[src/rtl/vid_pkg.sv]
// Shared constants, control codes and state encoding for the video write scheduler.
package vid_pkg;

    localparam int COLS    = 80;
    localparam int ROWS    = 30;
    localparam int CELLS   = COLS * ROWS;
    localparam int VM_AW   = 12;
    localparam int COL_W   = 7;
    localparam int ROW_W   = 5;

    localparam logic [7:0] CH_LF = 8'h0A;
    localparam logic [7:0] CH_CR = 8'h0D;
    localparam logic [7:0] CH_BS = 8'h08;
    localparam logic [7:0] CH_FF = 8'h0C;

    typedef enum logic {
        IDLE  = 1'b0,
        CLEAR = 1'b1
    } state_e;

    // Linear cell address row*COLS+col; the 80-column case is two shifts and an add.
    function automatic logic [VM_AW-1:0] cell_addr(input logic [ROW_W-1:0] row,
                                                   input logic [COL_W-1:0] col);
        logic [VM_AW-1:0] base;
        if (COLS == 80) begin
            base = (VM_AW'(row) << 6) + (VM_AW'(row) << 4);
        end else begin
            base = VM_AW'(int'(row) * COLS);
        end
        return base + VM_AW'(col);
    endfunction

endpackage

[src/rtl/vid_write_scheduler_if.sv]
// Requester, timing and video-memory signals of the write scheduler.
interface vid_write_scheduler_if
    import vid_pkg::*;
();
    logic             wr_valid;
    logic [7:0]       wr_ch;
    logic             wr_ready;
    logic             blank;
    logic             vm_we;
    logic [VM_AW-1:0] vm_addr;
    logic [7:0]       vm_ch;
    logic [COL_W-1:0] cur_col;
    logic [ROW_W-1:0] cur_row;
    logic             busy;

    // Scheduler side.
    modport slave (
        input  wr_valid, wr_ch, blank,
        output wr_ready, vm_we, vm_addr, vm_ch, cur_col, cur_row, busy
    );

    // Requester / timing / memory side.
    modport master (
        output wr_valid, wr_ch, blank,
        input  wr_ready, vm_we, vm_addr, vm_ch, cur_col, cur_row, busy
    );
endinterface

[src/rtl/vid_write_scheduler_fifo.sv]
// Small synchronous FIFO with extra-bit pointers for full/empty detection.
module sync_fifo #(
    parameter int WIDTH = 8,
    parameter int DEPTH = 8
) (
    input  logic             clk,
    input  logic             rst_n,
    input  logic             push_i,
    input  logic             pop_i,
    input  logic [WIDTH-1:0] din_i,
    output logic [WIDTH-1:0] dout_o,
    output logic             full_o,
    output logic             empty_o
);
    localparam int AW = $clog2(DEPTH);

    logic [WIDTH-1:0] mem_q [DEPTH];
    logic [AW:0]      wr_ptr_q, wr_ptr_d;
    logic [AW:0]      rd_ptr_q, rd_ptr_d;
    logic             push_ok;
    logic             pop_ok;

    assign full_o  = (wr_ptr_q[AW] != rd_ptr_q[AW]) && (wr_ptr_q[AW-1:0] == rd_ptr_q[AW-1:0]);
    assign empty_o = (wr_ptr_q == rd_ptr_q);
    assign push_ok = push_i && !full_o;
    assign pop_ok  = pop_i && !empty_o;
    assign dout_o  = mem_q[rd_ptr_q[AW-1:0]];

    assign wr_ptr_d = wr_ptr_q + (AW+1)'(push_ok);
    assign rd_ptr_d = rd_ptr_q + (AW+1)'(pop_ok);

    // Pointer registers; reset empties the FIFO.
    always_ff @(posedge clk or negedge rst_n) begin
        if (!rst_n) begin
            wr_ptr_q <= '0;
            rd_ptr_q <= '0;
        end else begin
            wr_ptr_q <= wr_ptr_d;
            rd_ptr_q <= rd_ptr_d;
        end
    end

    // Storage write.
    // NOTE: storage is not reset; empty pointers make stale entries unreachable,
    // and leaving it reset-free lets it map onto plain RAM/flops without a reset tree.
    always_ff @(posedge clk) begin
        if (push_ok) begin
            mem_q[wr_ptr_q[AW-1:0]] <= din_i;
        end
    end
endmodule

[src/rtl/vid_write_scheduler.sv]
// Buffers requester characters, tracks the text cursor, interprets control
// codes and issues video-memory writes only during blanking.
module vid_write_scheduler
    import vid_pkg::*;
#(
    parameter int         FIFO_DEPTH = 8,
    parameter logic [7:0] CLEAR_CH   = 8'h20
) (
    input  logic                  clk,
    input  logic                  rst_n,
    vid_write_scheduler_if.slave  bus
);
    localparam logic [COL_W-1:0] LAST_COL  = COL_W'(COLS - 1);
    localparam logic [ROW_W-1:0] LAST_ROW  = ROW_W'(ROWS - 1);
    localparam logic [VM_AW-1:0] LAST_CELL = VM_AW'(CELLS - 1);

    state_e           state_q, state_d;
    logic [COL_W-1:0] col_q, col_d;
    logic [ROW_W-1:0] row_q, row_d;
    logic [VM_AW-1:0] clr_q, clr_d;
    logic             we_q, we_d;
    logic [VM_AW-1:0] addr_q, addr_d;
    logic [7:0]       ch_q, ch_d;

    logic             push;
    logic             pop;
    logic             fifo_full;
    logic             fifo_empty;
    logic [7:0]       fifo_dout;
    logic [ROW_W-1:0] next_row;

    assign push         = bus.wr_valid && !fifo_full;
    assign bus.wr_ready = !fifo_full;
    assign bus.busy     = !fifo_empty || (state_q == CLEAR);
    assign bus.vm_we    = we_q;
    assign bus.vm_addr  = addr_q;
    assign bus.vm_ch    = ch_q;
    assign bus.cur_col  = col_q;
    assign bus.cur_row  = row_q;

    assign next_row = (row_q == LAST_ROW) ? '0 : row_q + ROW_W'(1);

    sync_fifo #(
        .WIDTH (8),
        .DEPTH (FIFO_DEPTH)
    ) u_fifo (
        .clk     (clk),
        .rst_n   (rst_n),
        .push_i  (push),
        .pop_i   (pop),
        .din_i   (bus.wr_ch),
        .dout_o  (fifo_dout),
        .full_o  (fifo_full),
        .empty_o (fifo_empty)
    );

    // Next-state: pop and decode in IDLE, fill the screen in CLEAR, only while blanking.
    // NOTE: every output of this block gets a default first so no path leaves a
    // signal unassigned, which would otherwise infer a latch.
    always_comb begin
        state_d = state_q;
        col_d   = col_q;
        row_d   = row_q;
        clr_d   = clr_q;
        we_d    = 1'b0;
        addr_d  = addr_q;
        ch_d    = ch_q;
        pop     = 1'b0;

        unique case (state_q)
            IDLE: begin
                if (!fifo_empty && bus.blank) begin
                    pop = 1'b1;
                    case (fifo_dout)
                        CH_LF: begin
                            col_d = '0;
                            row_d = next_row;
                        end
                        CH_CR: col_d = '0;
                        CH_BS: begin
                            if (col_q != '0) col_d = col_q - COL_W'(1);
                        end
                        CH_FF: begin
                            state_d = CLEAR;
                            clr_d   = '0;
                        end
                        default: begin
                            we_d   = 1'b1;
                            addr_d = cell_addr(row_q, col_q);
                            ch_d   = fifo_dout;
                            if (col_q == LAST_COL) begin
                                col_d = '0;
                                row_d = next_row;
                            end else begin
                                col_d = col_q + COL_W'(1);
                            end
                        end
                    endcase
                end
            end
            CLEAR: begin
                if (bus.blank) begin
                    we_d   = 1'b1;
                    addr_d = clr_q;
                    ch_d   = CLEAR_CH;
                    if (clr_q == LAST_CELL) begin
                        state_d = IDLE;
                        col_d   = '0;
                        row_d   = '0;
                        clr_d   = '0;
                    end else begin
                        clr_d = clr_q + VM_AW'(1);
                    end
                end
            end
            default: state_d = IDLE;
        endcase
    end

    // State, cursor, clear counter and registered memory-write outputs.
    // NOTE: sequential state uses non-blocking assignments so every register
    // samples the pre-edge values regardless of statement order.
    always_ff @(posedge clk or negedge rst_n) begin
        if (!rst_n) begin
            state_q <= IDLE;
            col_q   <= '0;
            row_q   <= '0;
            clr_q   <= '0;
            we_q    <= 1'b0;
            addr_q  <= '0;
            ch_q    <= '0;
        end else begin
            state_q <= state_d;
            col_q   <= col_d;
            row_q   <= row_d;
            clr_q   <= clr_d;
            we_q    <= we_d;
            addr_q  <= addr_d;
            ch_q    <= ch_d;
        end
    end
endmodule

[src/flat_wrapper.sv]
// flat-port wrapper written by rule: the top's interface ports become plain ports
module vid_write_scheduler_flat import vid_pkg::*;
#(
    parameter int         FIFO_DEPTH = 8,
    parameter logic [7:0] CLEAR_CH   = 8'h20
)
  (clk, rst_n, bus_wr_valid, bus_wr_ch, bus_blank, bus_wr_ready, bus_vm_we, bus_vm_addr, bus_vm_ch, bus_cur_col, bus_cur_row, bus_busy);
  vid_write_scheduler_if bus_i ();
  input  logic clk;
  input  logic rst_n;
  input wire logic [$bits(bus_i.wr_valid)-1:0] bus_wr_valid;
  input wire logic [$bits(bus_i.wr_ch)-1:0] bus_wr_ch;
  input wire logic [$bits(bus_i.blank)-1:0] bus_blank;
  output wire logic [$bits(bus_i.wr_ready)-1:0] bus_wr_ready;
  output wire logic [$bits(bus_i.vm_we)-1:0] bus_vm_we;
  output wire logic [$bits(bus_i.vm_addr)-1:0] bus_vm_addr;
  output wire logic [$bits(bus_i.vm_ch)-1:0] bus_vm_ch;
  output wire logic [$bits(bus_i.cur_col)-1:0] bus_cur_col;
  output wire logic [$bits(bus_i.cur_row)-1:0] bus_cur_row;
  output wire logic [$bits(bus_i.busy)-1:0] bus_busy;
  assign bus_i.wr_valid = bus_wr_valid;
  assign bus_i.wr_ch = bus_wr_ch;
  assign bus_i.blank = bus_blank;
  assign bus_wr_ready = bus_i.wr_ready;
  assign bus_vm_we = bus_i.vm_we;
  assign bus_vm_addr = bus_i.vm_addr;
  assign bus_vm_ch = bus_i.vm_ch;
  assign bus_cur_col = bus_i.cur_col;
  assign bus_cur_row = bus_i.cur_row;
  assign bus_busy = bus_i.busy;
  vid_write_scheduler #(.FIFO_DEPTH(FIFO_DEPTH), .CLEAR_CH(CLEAR_CH)) u_core (.clk(clk), .rst_n(rst_n), .bus(bus_i));
endmodule
[config.mk]
export PLATFORM = sky130hd
export DESIGN_NAME = vid_write_scheduler_flat
export DESIGN_NICKNAME = d
export VERILOG_FILES = /design/src/rtl/vid_pkg.sv /design/src/rtl/vid_write_scheduler_if.sv /design/src/rtl/vid_write_scheduler_fifo.sv /design/src/rtl/vid_write_scheduler.sv /design/src/flat_wrapper.sv
export SDC_FILE = /design/constraint.sdc
export NUM_CORES = 1
export LEC_CHECK = 0
export CELL_PAD_IN_SITES_DETAIL_PLACEMENT = 0
export CELL_PAD_IN_SITES_GLOBAL_PLACEMENT = 1
export CORE_MARGIN = 2
export CORE_UTILIZATION = 51
export DETAILED_ROUTE_END_ITERATION = 8
export GPL_ROUTABILITY_DRIVEN = 0
export GPL_TIMING_DRIVEN = 1
export MAX_ROUTING_LAYER = met4
export PLACE_DENSITY = 0.94
export SETUP_SLACK_MARGIN = 0.5
export SLEW_MARGIN = 20
export SYNTH_ARGS = -nofsm -noshare
export SYNTH_HDL_FRONTEND = slang
export SYNTH_SLANG_ARGS = --single-unit
[constraint.sdc]
create_clock -name clk -period 5.7 [get_ports clk]
set_clock_uncertainty 0.15 [all_clocks]
set_input_delay 0.57 -clock clk [delete_from_list [all_inputs] [get_ports clk]]
set_output_delay 0.57 -clock clk [all_outputs]
set_load 0.01 [all_outputs]
== Word level (Yosys, flattened, before mapping) ==
Memories as Yosys holds them, arrays and structs flattened.
Cells that the tools add are included.
Word-level totals
  RAM bits: 64
  memories kept: 1
  logic and storage cells: 97
  output and inout port bits: 35
  register bits after elaboration: 54
  input bits: 12
Memories
  u_core.u_fifo.mem_q: words 8, width 8, rd ports 1, clocked after Yosys merged registers in 0, wr ports 1, RTL line vid_write_scheduler_fifo.sv:17  | logic [WIDTH-1:0] mem_q [DEPTH];
Cells by class
  equal/unequal tests: 19
  mux-type cells: 43
  reduce and logical (&&, ||, !) cells: 16
  $add $sub $neg: 8
  bitwise gates (word level): 1
Operators by type and width (count)
  $mux W12: 10
  $pmux W12 S2: 2
  $mux W7: 5
  $eq A8 B4 Y1 const B: 4
  $mux W5: 5
  $mux W8: 3
  $pmux W7 S3: 1
  $pmux W5 S2: 2
  $pmux W8 S2: 1
  $pmux W7 S2: 1
  $add A11 B9 Y12: 1
  $add A12 B1 Y12 const B: 1
  $add A12 B7 Y12: 1
  $eq A12 B12 Y1 const B: 1
  $ne A2 B2 Y1 const B: 6
  $mux W1: 11
  $reduce_and A5 Y1: 2
  $add A4 B1 Y4: 2
  $add A7 B1 Y7 const B: 1
  $eq A7 B7 Y1 const B: 1
  $reduce_bool A7 Y1: 1
  $sub A7 B1 Y7 const B: 1
  $ne A3 B2 Y1 const B: 2
  $reduce_and A3 Y1: 2
  14 further kinds: 20

== Logic depth before layout (Yosys ltp) ==
An unclocked memory read counts as a cell.
  depth in word-level cells: 10
  gate-level depth with buffers: 11
  depth with buffers taken out: 9

== Modules after synthesis ==
Synthesis repeated with hierarchy kept, for this count alone.
Second synthesis, totals
  cell total of the unflattened synthesis: 460
  area, all modules: 5809.3 um2
Modules (own cells, without submodules)
  sync_fifo: area an instance 2944.1 um2, times used 1, seq. area each 2122.0 um2, cells an instance 137
  vid_write_scheduler: area an instance 2865.2 um2, times used 1, seq. area each 1151.1 um2, cells an instance 323

== Least setup slack after synthesis ==
Ideal clock, no wire load.
  path type: register to register
  start point: reg u_core.u_fifo.rd_ptr_q[0]
  end point: reg u_core.col_q[4], in the netlist u_core.bus.cur_col[4]
  path buffers: 2
  setup slack: 2811 ps
  stages on the path, launching flop included: 10
  library setup time: 126 ps
  arrival time: 2613 ps
  clock period less this slack: 2889 ps
  required time: 5424 ps
  cells stage by stage: dfrtp_1 buf_6 buf_12 mux4_2 mux2_4 or4_1 a211o_1 nand3_1 o21ai_1 a221o_1
Between the ends
  word-level cells in the longest chain between the ends: 6
  elaborated cells between the ends (all ways): 16
  classes of those cells: 8 x eq/ne; 3 x mux; 4 x reduce/logical; 1 x memory
RTL lines
  start: declaration: RTL line vid_write_scheduler_fifo.sv:19  | logic [AW:0] rd_ptr_q, rd_ptr_d;
  start signal: assignment: RTL line vid_write_scheduler_fifo.sv:39  | rd_ptr_q <= rd_ptr_d;
  $mem_v2 Z8 W8
  $eq A8 B4 Y1: RTL line vid_write_scheduler.sv:74  | case (fifo_dout)
  $reduce_or A2 Y1 (no source line)
  $pmux W7 S3: RTL line vid_write_scheduler.sv:74
  $mux W7: RTL line vid_write_scheduler.sv:72  | if (!fifo_empty && bus.blank) begin
  $pmux W7 S2: RTL line vid_write_scheduler.sv:70  | unique case (state_q)
  end signal: assignment: RTL line vid_write_scheduler.sv:134  | col_q <= col_d;
  end: declaration: RTL line vid_write_scheduler.sv:18  | logic [COL_W-1:0] col_q, col_d;
Several ways; a longest one is shown, not always the timed one. The select of a mux whose other input is x is not followed.
A chain may end at the register's enable or synchronous reset.

== Worst setup path in the final report ==
  start point: reg u_core.u_fifo.rd_ptr_q[0]
  end point: reg u_core.addr_q[9], in the netlist u_core.bus.vm_addr[9]
Between the ends
  word-level cells in the longest chain between the ends: 5
  elaborated cells between the ends (all ways): 12
  classes of those cells: 7 x eq/ne; 4 x reduce/logical; 1 x memory
RTL lines
  $mem_v2 Z8 W8 or $eq A4 B4 Y1 (tied branches)
  $eq A8 B4 Y1 or $logic_not A1 Y1 (tied branches): RTL line vid_write_scheduler.sv:74, vid_write_scheduler.sv:72
  $reduce_or A4 Y1 (no source line) or $logic_and A1 B1 Y1 (tied branches)
  $ne A2 B2 Y1 (no source line) or $ne A2 B1 Y1 (tied branches)
  $reduce_and A3 Y1 (no source line) *
  end signal: assignment: RTL line vid_write_scheduler.sv:138  | addr_q <= addr_d;
  end: declaration: RTL line vid_write_scheduler.sv:22  | logic [VM_AW-1:0] addr_q, addr_d;
Every way passes the cells marked *; elsewhere a longest branch is shown, timed or not.

==> flow_summary.toml <==
[route]
via_count = 3905
first_pass_iters = 4
routedWlPerCell_um = 18.3
routed_via_density = 5.81
routed_wl_um = 12300
drc = 0
route.antenna.remaining_nets = 0
drtIter0Drc = 235

[placement]
numPlacedInstances = 640
dp_hpwl_um = 8260
post-place-ws_ns = 1.62
portBuffers = 46

[layout]
diodes = 0
regArea_um2 = 3270
most-common-layout-cells = "64 x edfxtp_1, 53 x dfrtp_1, 50 x nand2_1, 45 x clkdlybuf4s50_1, 39 x o21ai_0"
fillers = 830
drive_above_1_share = 0.128
multi_input_area_um2 = 2380
final_nets = 549
stdcell_count = 672
fin_util = 0.633
syn_to_final_growth_pct = 19.7
mostFrequentLayoutCell = "edfxtp_1"

[synth]
synthTopCellsByArea = "edfxtp_1 33%, dfrtp_1 23%, mux4_1 3.6%, ha_1 3.4%, o21ai_0 3.4%"
yosysUniqueCellTypes = 64
syn_area_um2 = 5810
yosysTopAreaCell = "edfxtp_1"
ys_warn_count = 0
post-synth-top-area-fraction = 0.331
netlist_instances = 467
synthArstFlopShare = 0.458
ys_seq_area_frac = 0.563
synth_edf_count = 64
ys.flop_type = "edfxtp_1"
ys_ff_latch = 118
syn_nets = 497
synth_area_per_cell_um2 = 12.4

[global_route]
grt_usage = 0.219
grt_pass1_vias = 3928
antenna_found_initial = 0
grt_overflow = 0
grt_max_degree = 55
grt_first_pass_wirelength_um = 20300

[clocking]
cts_tree = "done"
cts_setup_buffers = 0
cts_sinks = 118
cts_max_path_buffers = 2
clock_latency_ns = 0.42
root_buffer = "clkbuf_16"
cts_inserted_buffers = 17
holdBufCountCts = 0
cts_resized = 0
clk_pin_slew_worst_paths_ns = 0.06
htree_levels = 4

[critical_path]
crit_fanout = 25
arrival_ns = 3.91
critPathKind = "reg2reg"
cp-start-kind = "register"
cp-end-kind = "register"
crit_required_ns = 5.85

[sta]
slew_viol_final = 0
fin_setup_tns_ns = 0
rsz0062_at_grt = "false"
hold_violations = 0
worst_slack_ns = 1.93
slew_headroom = 0.278
fmax_mhz = 265
period_minus_slack_ns = 3.77
min_period_over_period = 0.661
setup_viol = 0
worst_pin_slew_ns = 1.07

[floorplan]
core_um2 = 11000
io_pins = 47
rows = 38
die_area_um2 = 12300
start_util = 0.529
die_w_um = 111
dieHeight_um = 111

[power]
power.total_mw = 4.05
p_per_area_nw_per_um2 = 582
p_leak_nw = 2.69
vdd_drop_max_v = 0.000422

[status]
outcome = "finished, final reports clean"

[worst_hold_path]
hold_class = "in2async"

[job]
drv_cap = 0
-- sequential cells by signal, summed over array words and instances (netlist names) --
register,cells
u_core.bus.cur_row,5
u_core.state_q,1
u_core.clr_q,12
u_core.u_fifo.rd_ptr_q,4
u_core.bus.vm_addr,12
u_core.bus.vm_we,1
u_core.u_fifo.mem_q,64
u_core.u_fifo.wr_ptr_q,4
u_core.bus.vm_ch,8
u_core.bus.cur_col,7
-- path summary, 6_finish.rpt --
check / endpoint / startpoint / depth (start not counted) / slack, ns
setup / recovery: u_core.bus.vm_addr[9] / u_core.u_fifo.rd_ptr_q[0] / 6 / 1.93
hold / removal: u_core.clr_q[10] / rst_n / 2 / 0.12
setup reg to reg: u_core.bus.vm_addr[9] / u_core.u_fifo.rd_ptr_q[0] / 6 / 1.93
hold reg to reg: u_core.u_fifo.wr_ptr_q[3] / u_core.u_fifo.wr_ptr_q[3] / 1 / 0.34
max in group asynchronous: u_core.u_fifo.rd_ptr_q[0] / rst_n / 2 / 4.78
min in group clk: u_core.u_fifo.wr_ptr_q[3] / u_core.u_fifo.wr_ptr_q[3] / 1 / 0.34
-- cells by family (layout without fill, tap and decap cells) --
kind of cell / Yosys count / in the layout / share of synthesized area
XOR/XNOR: 17 / 17 / 0.0256
buffers and inverters: 32 / 97 / 0.0271
multiplexers: 44 / 44 / 0.111
flip-flops: 118 / 118 / 0.563
AO/OA/AOI/OAI: 89 / 89 / 0.0978
AND/OR/NAND/NOR: 149 / 149 / 0.134
adder cells (fa/ha/maj): 18 / 18 / 0.0413
-- per-stage QoR --
| step | hold slack, ns | instance area, um^2 |
|---|---|---|
| 2_1_floorplan | 0.124 | 5810 |
| 3_3_place_gp | 0.331 | 6370 |
| 3_5_place_dp | 0.339 | 6370 |
| 4_1_cts | 0.161 | 6950 |
| 5_1_grt | 0.194 | 6950 |
| 6_report | 0.120 | 6950 |
-- layout make-up --
type,instances,area share
timing repair buffer,50,0.0698
multi-input combinational,317,0.342
tap,140,0.0252
inverter,15,0.00810
sequential,118,0.471
clock buffer,18,0.0617
clock inverter,14,0.0220
-- cells in the mapped netlist, drive strengths merged, types with 4 or more instances --
master / number
inv: 15
mux4: 12
mux2i: 14
mux2: 18
nand2b: 7
a31oi: 4
ha: 16
o31ai: 7
or4: 7
nor2: 25
nand2: 50
xor2: 12
a21oi: 7
nor3: 7
dfrtp: 54
o21ai: 41
clkbuf: 8
xnor2: 5
buf: 9
nor2b: 7
and2: 4
nor4: 4
nand3: 18
and3: 5
edfxtp: 64
-- worst max-delay path, stage by stage (launching register included) --
cell      delay [ns]
dfrtp_2         0.76
mux4_2          0.58
mux2i_1         0.50
o21ai_0         0.19
a21boi_1        0.69
nand2b_4        0.40
mux2_2          0.37
-- report_power, final --
group	switching [mW]	leakage [nW]	internal, mW
registers	0.261	1.23	1.13
clock network	0.394	0.273	0.645
logic	0.835	1.19	0.780
total	1.49	2.69	2.56
-- routing by layer --
layer / up-vias / GRT usage / part of all wire
met5: - / - / 0
met4: 0 / 0.0817 / 0.015
met3: 16 / 0.0601 / 0.039
met2: 74 / 0.359 / 0.51
met1: 1949 / 0.259 / 0.44
li1: 1866 / - / -
No activity file was read; power rests on OpenSTA's default activity.
